### src/rtl/issue_decode_queue_if.sv
// issue_decode_queue_if: fetch-side push handshake and issue-side decoded head bundle
interface issue_decode_queue_if #(parameter int XLEN = 32);
  logic            in_valid;
  logic [31:0]     in_instr;
  logic            in_ready;
  logic [3:0]      rs_ready;
  logic [3:0]      iss_valid;
  logic [4:0]      iss_rd;
  logic [4:0]      iss_rs1;
  logic [4:0]      iss_rs2;
  logic [XLEN-1:0] iss_imm;
  logic            iss_imminstr;
  logic            iss_isadd;
  logic            iss_ismultiply;
  modport master (
    output in_valid, in_instr, rs_ready,
    input  in_ready, iss_valid, iss_rd, iss_rs1, iss_rs2, iss_imm, iss_imminstr, iss_isadd, iss_ismultiply
  );
  modport slave (
    input  in_valid, in_instr, rs_ready,
    output in_ready, iss_valid, iss_rd, iss_rs1, iss_rs2, iss_imm, iss_imminstr, iss_isadd, iss_ismultiply
  );
endinterface

### src/rtl/issue_decode_queue.sv
// issue_decode_queue: in-order instruction FIFO with combinational head decode and per-class issue.
// Macro ISSUE_DIV_EN enables decoding of DIV into the mult class.
module issue_decode_queue #(
  parameter int DEPTH = 8,
  parameter int XLEN  = 32
) (
  input  logic                     clk,
  input  logic                     reset,
  input  logic                     flush,
  issue_decode_queue_if.slave      q,
  output logic [$clog2(DEPTH):0]   count,
  output logic [7:0]               drop_cnt
);
  localparam int AW = $clog2(DEPTH);
  localparam int CW = AW + 1;
  logic [31:0]   mem [DEPTH];
  logic [AW-1:0] wr_ptr, rd_ptr;
  logic [31:0]   h;
  logic          empty, full, push, pop, drop;
  logic          is_r, is_ld, is_st, is_add, is_sub, is_mul, is_div, is_addi;
  logic [3:0]    cls;
  logic [XLEN-1:0] imm_i, imm_s;
  assign empty = count == '0;
  assign full  = count == CW'(DEPTH);
  assign h     = mem[rd_ptr];
  assign is_r    = h[6:0] == 7'b0110011 && h[14:12] == 3'b000;
  assign is_ld   = h[6:0] == 7'b0000011 && h[14:12] == 3'b010;
  assign is_st   = h[6:0] == 7'b0100011 && h[14:12] == 3'b010;
  assign is_add  = is_r && h[31:25] == 7'b0000000;
  assign is_sub  = is_r && h[31:25] == 7'b0100000;
  assign is_mul  = is_r && h[31:25] == 7'b0000001;
  assign is_addi = h[6:0] == 7'b0010011 && h[14:12] == 3'b000;
`ifdef ISSUE_DIV_EN
  assign is_div  = h[6:0] == 7'b0110011 && h[14:12] == 3'b100 && h[31:25] == 7'b0000001;
`else
  assign is_div  = 1'b0;
`endif
  assign cls   = empty ? 4'b0000 : {is_mul | is_div, is_add | is_sub | is_addi, is_st, is_ld};
  assign imm_i = {{(XLEN-12){h[31]}}, h[31:20]};
  assign imm_s = {{(XLEN-12){h[31]}}, h[31:25], h[11:7]};
  // An illegal head is popped unconditionally so it cannot block the queue
  assign drop = !empty && cls == 4'b0000;
  assign pop  = drop || |(cls & q.rs_ready);
  assign push = q.in_valid && !full;
  always_comb begin
    q.in_ready       = !full;
    q.iss_valid      = cls & q.rs_ready;
    q.iss_rd         = empty ? 5'd0 : h[11:7];
    q.iss_rs1        = empty ? 5'd0 : h[19:15];
    q.iss_rs2        = empty ? 5'd0 : h[24:20];
    q.iss_imm        = empty ? '0 : (is_ld || is_addi) ? imm_i : is_st ? imm_s : '0;
    q.iss_imminstr   = !empty && is_addi;
    q.iss_isadd      = !empty && (is_add || is_addi);
    q.iss_ismultiply = !empty && is_mul;
  end
  always_ff @(posedge clk)
    if (push) mem[wr_ptr] <= q.in_instr;
  always_ff @(posedge clk) begin
    if (reset) begin
      wr_ptr   <= '0;
      rd_ptr   <= '0;
      count    <= '0;
      drop_cnt <= '0;
    end else if (flush) begin
      wr_ptr <= '0;
      rd_ptr <= '0;
      count  <= '0;
    end else begin
      wr_ptr   <= wr_ptr + AW'(push);
      rd_ptr   <= rd_ptr + AW'(pop);
      count    <= count + CW'(push) - CW'(pop);
      drop_cnt <= drop_cnt + 8'(drop && drop_cnt != 8'hff);
    end
  end
endmodule

### src/flat_wrapper.sv
// flat-port wrapper written by rule: the top's interface ports become plain ports
module issue_decode_queue_flat 
#(
  parameter int DEPTH = 8,
  parameter int XLEN  = 32
)
  (clk, reset, flush, count, drop_cnt, q_in_valid, q_in_instr, q_rs_ready, q_in_ready, q_iss_valid, q_iss_rd, q_iss_rs1, q_iss_rs2, q_iss_imm, q_iss_imminstr, q_iss_isadd, q_iss_ismultiply);
  issue_decode_queue_if #(.XLEN(XLEN)) q_i ();
  input  logic clk;
  input  logic reset;
  input  logic flush;
  output logic [$clog2(DEPTH):0] count;
  output logic [7:0] drop_cnt;
  input wire logic [$bits(q_i.in_valid)-1:0] q_in_valid;
  input wire logic [$bits(q_i.in_instr)-1:0] q_in_instr;
  input wire logic [$bits(q_i.rs_ready)-1:0] q_rs_ready;
  output wire logic [$bits(q_i.in_ready)-1:0] q_in_ready;
  output wire logic [$bits(q_i.iss_valid)-1:0] q_iss_valid;
  output wire logic [$bits(q_i.iss_rd)-1:0] q_iss_rd;
  output wire logic [$bits(q_i.iss_rs1)-1:0] q_iss_rs1;
  output wire logic [$bits(q_i.iss_rs2)-1:0] q_iss_rs2;
  output wire logic [$bits(q_i.iss_imm)-1:0] q_iss_imm;
  output wire logic [$bits(q_i.iss_imminstr)-1:0] q_iss_imminstr;
  output wire logic [$bits(q_i.iss_isadd)-1:0] q_iss_isadd;
  output wire logic [$bits(q_i.iss_ismultiply)-1:0] q_iss_ismultiply;
  assign q_i.in_valid = q_in_valid;
  assign q_i.in_instr = q_in_instr;
  assign q_i.rs_ready = q_rs_ready;
  assign q_in_ready = q_i.in_ready;
  assign q_iss_valid = q_i.iss_valid;
  assign q_iss_rd = q_i.iss_rd;
  assign q_iss_rs1 = q_i.iss_rs1;
  assign q_iss_rs2 = q_i.iss_rs2;
  assign q_iss_imm = q_i.iss_imm;
  assign q_iss_imminstr = q_i.iss_imminstr;
  assign q_iss_isadd = q_i.iss_isadd;
  assign q_iss_ismultiply = q_i.iss_ismultiply;
  issue_decode_queue #(.DEPTH(DEPTH), .XLEN(XLEN)) u_core (.clk(clk), .reset(reset), .flush(flush), .q(q_i), .count(count), .drop_cnt(drop_cnt));
endmodule
### config.mk
export PLATFORM = sky130hd
export DESIGN_NAME = issue_decode_queue_flat
export DESIGN_NICKNAME = d
export VERILOG_FILES = /design/src/rtl/issue_decode_queue_if.sv /design/src/rtl/issue_decode_queue.sv /design/src/flat_wrapper.sv
export SDC_FILE = /design/constraint.sdc
export NUM_CORES = 1
export LEC_CHECK = 0
export ABC_CLOCK_PERIOD_IN_PS = 3800
export BUFFER_PORTS_ARGS = -buffer_cell sky130_fd_sc_hd__buf_2
export CAP_MARGIN = 25
export CELL_PAD_IN_SITES_DETAIL_PLACEMENT = 2
export CELL_PAD_IN_SITES_GLOBAL_PLACEMENT = 2
export CORE_MARGIN = 4
export CORE_UTILIZATION = 35
export CTS_BUF_LIST = sky130_fd_sc_hd__clkbuf_4
export DETAILED_ROUTE_END_ITERATION = 7
export GPL_TIMING_DRIVEN = 0
export PLACE_DENSITY_LB_ADDON = 0.12
export SLEW_MARGIN = 20
export SYNTH_ARGS = -nofsm -noshare
export SYNTH_HDL_FRONTEND = slang
export SYNTH_SLANG_ARGS = --single-unit
### constraint.sdc
create_clock -name clk -period 3.8 [get_ports clk]
set_input_delay 0.76 -clock clk [delete_from_list [all_inputs] [get_ports clk]]
set_output_delay 0.76 -clock clk [all_outputs]
set_load 0.05 [all_outputs]
==> flow_summary.yaml, run 1 <==
clocking:
  clk_pin_slew_ns: 0.07
  clock_latency_ns: 0.68
  htreeDepth: 3
  clock_sinks: 274
  cts_tree: "done"
  postCtsHoldBufs: 0
  clk_path_buf_depth: 3
  numCtsBuffers: 76
  cts_root_buf: "clkbuf_4"
grt:
  grt_pass1_wl_mm: 46.2
  grt_pass1_vias: 7287
  grt_max_degree: 19
  antenna_found_initial: 5
  grt.overflow.total: 0
  track_usage_pct: 18.4
synth:
  synth_top_family_by_area: "multiplexers"
  synthXorXnorAreaFrac_pct: 0.646
  synth_edf_count: 256
  synthMuxAreaShare_pct: 11.5
  yosys_warnings: 0
  syn_area_sq_mm: 0.0108
  syn_avg_cell_area_sq_um: 18.3
  synth_cells: 592
  yosys.area_share.adder_pct: 1.57
  synth-simple-area-share_pct: 6.08
  synth_seq_cells: 274
  yosysUniqueCellTypes: 55
  seq_area_frac_synth_pct: 74.2
  synth_flop_cell: "edfxtp_1"
  synth_compound_area_share_pct: 3.06
  syn_nets: 645
  ys_async_sr_fraction_pct: 0
sta:
  finalSetupTns_ns: -8.53
  final_hold_viol_count: 0
  rsz0062_at_grt: "yes"
  finalWorstSetupSlack_ns: -0.305
  fin_crit_ns: 4.10
  clock.fmax_mhz: 244
  fin_skew_ns: 0.0455
  slew-limit-headroom_pct: 47.1
  period_share_pct: 108
  finalSetupViolCount: 37
  hold_ws_ns: 0.343
  tightest_slew_ns: 0.794
  slew_viol_final: 0
die:
  start_util_pct: 35.4
  core-area_sq_mm: 0.0306
  dieWidth_um: 184
  std_cell_rows: 64
  ios: 107
  die_h_um: 184
  die_area_sq_mm: 0.0339
detailed_routing:
  ant_nets: 0
  drc_errors: 0
  dr.pass1.iters: 4
  avgViaCountPerCell: 5.02
  wl_per_cell_um: 24.9
  num_vias: 6490
  drt-total-wl_mm: 32.1
  drt_iter0_markers: 482
worst_setup_path:
  timing.rr.end: "u_core.count[1]"
  crit_path_max_fanout: 7
  r2r-start: "u_core.rd_ptr[0]"
  worstSetupPathType: "register to primary output"
  startpoint_type: "register"
  worstPathRequired_ns: 3.04
  end_kind: "primary output"
  rrSetupSlack_ns: 0
  arrival_ns: 3.34
  path_cells: "buf_8 > buf_6 > buf_6 > mux4_2 > mux2i_2 > and3b_2 > and3_4 > o21ai_4 > buf_12 > buf_12 > nor2_4 > buf_4 > buf_8"
  slowest_delay_ns: 0.52
  slowest_stage: "mux4_2"
  worstRegToRegCells: 17
run_status:
  violations: "negative setup slack"
  status: "finished with violations"
flow_run:
  drv_cap: 0
cells_and_area:
  area_growth_pct: 34.4
  utilization_pct: 47.6
  drive_above_1_share_pct: 51.0
  nets: 892
placed_design:
  port_buffers: 105
  dpl.hpwl_mm: 19.9
  place_congestion: 0.698
worst_hold_path:
  min_path_type: "input port to register"
  hold-path-cell-count: 1
  min_to: "u_core.mem[5][17]"
  worstHoldStart: "q_in_instr[17]"
pwr:
  vdd_drop_max_mv: 0.237
  p_per_area_mw_per_mm2: 590
  p_leak_nw: 5.13
critical path: cells and delay by family, from the launching register on:
family | cells | cell delay, ns
multiplexers | 2 | 0.71
flip-flops | 1 | 0.35
AO/OA/AOI/OAI | 1 | 0.06
AND/OR/NAND/NOR | 3 | 0.59
buffers and inverters | 7 | 0.94
logic make-up (layout without fill, tap and decap cells):
kind of cell	count (synthesis)	after routing
xor+xnor	8	8
flops	274	274
other cells	0	3
simple gates	135	137
fa+ha+maj	13	13
buf+inv	53	352
mux	61	61
compound gates	48	48
cell usage in the layout (no fill, tap or decap), drive strengths merged, types with 3 or more instances in the layout:
master,Yosys,routed
a21oi,21,21
a22o,5,5
and2,9,9
and3,3,3
buf,35,197
clkbuf,5,119
clkinv,1,18
dfxtp,18,18
diode,0,3
edfxtp,256,256
ha,12,12
inv,12,13
mux2i,10,10
mux4,51,51
nand2,48,48
nand2b,5,5
nand3,4,4
nand4b,3,3
nor2,38,40
nor3,6,6
o21ai,5,5
o311ai,3,3
or2,4,4
or3,3,3
xnor2,4,4
xor2,4,4
metal layers:
metal | global-route usage, % | wire length, um | share of wire [%] | vias up
li1 | - | - | - | 2850
met1 | 23.3 | 13800 | 43 | 3400
met2 | 31.6 | 16200 | 51 | 184
met3 | 4.67 | 1580 | 4.9 | 54
met4 | 5.29 | 519 | 1.6 | 2
met5 | 0 | 20 | 0.062 | -
synth_stat cells, types with 3 or more instances:
master / number / share of area (%)
buf_2: 4 / 0.18
xnor2_1: 4 / 0.32
ha_1: 12 / 1.4
nor3_1: 6 / 0.28
nand3_1: 3 / 0.14
dfxtp_1: 18 / 3.3
clkbuf_1: 5 / 0.17
xor2_1: 4 / 0.32
buf_1: 5 / 0.17
nand2b_1: 5 / 0.29
a21oi_1: 21 / 0.97
mux2i_1: 10 / 0.92
o21ai_0: 4 / 0.18
and3_1: 3 / 0.17
buf_4: 23 / 1.6
and2_1: 8 / 0.46
buf_6: 3 / 0.31
mux4_2: 51 / 11
inv_1: 12 / 0.42
edfxtp_1: 256 / 71
nand2_1: 48 / 1.7
a22o_1: 5 / 0.40
nor2_1: 38 / 1.3
nand4b_1: 3 / 0.24
through the flow:
step / std cells / worst slack, ns / cell area (sq um) / power (mW)
5_1_grt: 1292 / -0.479 / 14600 / 9.08
6_report: 1292 / -0.305 / 14600 / 8.60
4_1_cts: 1260 / -0.314 / 13900 / 8.37
3_3_place_gp: 1093 / -0.970 / 11900 / 5.33
2_1_floorplan: 592 / -0.0204 / 10900 / 4.80
3_5_place_dp: 1107 / -0.642 / 12200 / 5.43
how the worst max path moves through the flow:
stage / start / endpoint / depth (start not counted) / slack, ns
finish: u_core.rd_ptr[1] / q_iss_imm[29] / 13 / -0.30
global route: u_core.rd_ptr[1] / q_iss_imm[12] / 13 / -0.48
CTS: u_core.rd_ptr[1] / q_iss_imm[16] / 11 / -0.31
detailed placement: u_core.rd_ptr[2] / u_core.count[3] / 16 / -0.64
global placement: q_in_valid / u_core.mem[5][16] / 4 / -0.97
floorplan: u_core.rd_ptr[0] / q_iss_imm[12] / 8 / -0.02
report_power, final:
part	leakage, nW	internal (mW)	switching [mW]
clock	0.584	1.47	1.27
sequential	2.47	3.41	0.0533
combinational	2.08	0.909	1.48
state kept, by name, summed over array words and instances (netlist names):
signal,cells
u_core.count,4
u_core.drop_cnt,8
u_core.mem,256
u_core.rd_ptr,3
u_core.wr_ptr,3
final cells by class:
type	instances	area, sq um
diodes	3	7.51
multi-input cells	267	2930
clock inverters	22	159
well taps	396	495
plain buffers	40	389
inverters	13	57.6
flip-flops and latches	274	8050
fillers	2839	16000
clock buffers	110	826
repair buffers	167	1650
what timing repair did:
item                       in CTS  in global routing
gates cloned                    3                  1
buffers inserted               18                 29
setup endpoints to repair      63                 52
resized for setup             156                103
pin swaps                      12                 17
Note: power is estimated with default switching activity, not from simulation.
==> inputs of run 2 (changes only) <==
- ABC_CLOCK_PERIOD_IN_PS: 3800 -> 3500
- CORE_UTILIZATION: 35 -> 42
- clock period: 3.8 -> 3.5 ns (I/O delays scaled with it)
==> run 2 against run 1 <==
  * The flow still finishes with violations (negative setup slack)
  * First-iteration DRC count rose by 40%
  * Global-route usage rose by 8.0 points
  * Combinational power rose by 28%
  * Via count rose by 8.8%
  * Worst setup slack got worse by 0.37 ns
  * Register-to-register slack got worse by 0.55 ns
  * Die area fell by 16%
  * Flip-flop and latch count did not move
  * Final cell count fell by 4.7%
==> flow_summary.yaml, run 2 (same netlist as run 1, synthesis figures left out) <==
cells_and_area:
  final-seq-area_sq_mm: 0.00806
  postLayoutCellArea_sq_mm: 0.0149
  top_regs: "u_core.mem x256, u_core.drop_cnt x8, u_core.count x4"
  nets: 902
  layout_commonest_cell: "edfxtp_1"
  final_cell_mix: "256 x edfxtp_1, 111 x clkbuf_4, 61 x buf_2, 54 x buf_6, 51 x mux4_2"
  largest_reg_flops: 256
  multiInputGateArea_sq_mm: 0.00312
  area_growth_pct: 37.2
  drive_above_1_share_pct: 53.4
  regMostFlops: "u_core.mem"
  final-instance-count-excl-fill: 1231
  fillers: 2171
sta:
  rsz0062_at_grt: "yes"
  hold_ws_ns: 0.273
  period_share_pct: 119
  fin_skew_ns: 0.0623
  slew_viol_final: 0
  fin_crit_ns: 4.17
  clock.fmax_mhz: 240
  finalWorstSetupSlack_ns: -0.674
  slew-limit-headroom_pct: 43.2
  finalSetupViolCount: 54
  tightest_slew_ns: 0.850
  final_hold_viol_count: 0
  finalSetupTns_ns: -28.73
worst_setup_path:
  worst-path-buf-inv: 6
  crit_family: "simple AND/OR/NAND/NOR gates"
  crit_path_max_fanout: 5
  slowest_delay_ns: 0.40
  arrival_ns: 3.47
  path_cells: "buf_6 > buf_16 > buf_6 > mux4_2 > or2_0 > a311oi_2 > and4b_2 > buf_6 > buf_6 > and2_4 > a22o_1 > buf_6"
  rrSetupSlack_ns: -0.55
  worstSetupPathType: "register to primary output"
  worstRegToRegCells: 21
  end_kind: "primary output"
  slowest_stage: "a311oi_2"
  startpoint_type: "register"
  cp_common_cell: "buf_6"
  worst-path-stages: 12
  worstPathRequired_ns: 2.80
grt:
  antenna_found_initial: 1
  grt.overflow.total: 0
  grt_max_degree: 19
  grt_pass1_vias: 7774
  track_usage_pct: 26.5
  grt_pass1_wl_mm: 54.4
pwr:
  p_leak_nw: 5.21
  p_per_area_mw_per_mm2: 679
  vdd_drop_max_mv: 0.554
  finalPower_mw: 10.1
die:
  die_area_sq_mm: 0.0284
  std_cell_rows: 58
  ios: 107
  core-area_sq_mm: 0.0253
  start_util_pct: 42.9
  dieWidth_um: 169
  die_h_um: 169
clocking:
  cts_tree: "done"
  htreeDepth: 3
  clock_latency_ns: 0.71
  postCtsHoldBufs: 0
  cts_root_buf: "clkbuf_4"
  clk_path_buf_depth: 3
  clock_sinks: 274
  clk_pin_slew_ns: 0.07
  numCtsBuffers: 75
detailed_routing:
  wl_per_cell_um: 33.0
  drc_errors: 0
  avgViaCountPerCell: 5.73
  ant_nets: 0
  dr.pass1.iters: 5
  drt_iter0_markers: 677
  num_vias: 7058
  drt-total-wl_mm: 40.6
placed_design:
  dpl.hpwl_mm: 20.5
  place_congestion: 0.745
  dp_cells: 1041
  dpl_cell_area_sq_mm: 0.0122
  port_buffers: 105
flow_run:
  drv_cap: 0
run_status:
  status: "finished with violations"
  violations: "negative setup slack"
worst_hold_path:
  min_path_type: "input port to register"
  hold-path-cell-count: 1
==> run 2: power breakdown <==
part           total [mW]  switching, mW  internal, mW
Combinational        3.04           1.84          1.20
Clock                3.29           1.57          1.72
Sequential           3.78         0.0738          3.70
==> run 2: timing repair <==
action / in CTS / in global routing
cloned: 5 / 0
setup buffers: 43 / 17
pin swaps: 27 / 29
gates resized for setup: 260 / 62
setup endpoints to repair: 69 / 69
==> run 2: worst paths after layout <==
path | to | startpoint
setup / recovery | q_iss_imm[3] | u_core.rd_ptr[1]
hold reg to reg | u_core.drop_cnt[7] | u_core.drop_cnt[7]
setup reg to reg | u_core.drop_cnt[3] | u_core.rd_ptr[1]
hold / removal | u_core.mem[1][18] | q_in_instr[18]
==> run 2: layout make-up <==
class | count | area share [%]
Buffer | 38 | 2.85
Tap cell | 330 | 2.78
Clock inverter | 19 | 1.19
Inverter | 13 | 0.387
Timing Repair Buffer | 180 | 12.2
Multi-Input combinational cell | 267 | 21.0
Antenna cell | 1 | 0.0168
Clock buffer | 109 | 5.50
Sequential cell | 274 | 54.2
==> run 2: metrics by stage <==
stage               util (%)  worst slack [ns]
floorplan                  -            -0.260
global placement        46.8             -1.02
detailed placement      48.2             -1.09
CTS                     57.5            -0.573
global route            58.9            -0.838
finish                  58.9            -0.674
==> run 2: routing by layer <==
layer | GRT usage [%] | share of wire (%)
met1 | 33.4 | 39
met2 | 45.3 | 51
met3 | 5.89 | 6.6
met4 | 9.42 | 3.2
met5 | 0 | 0
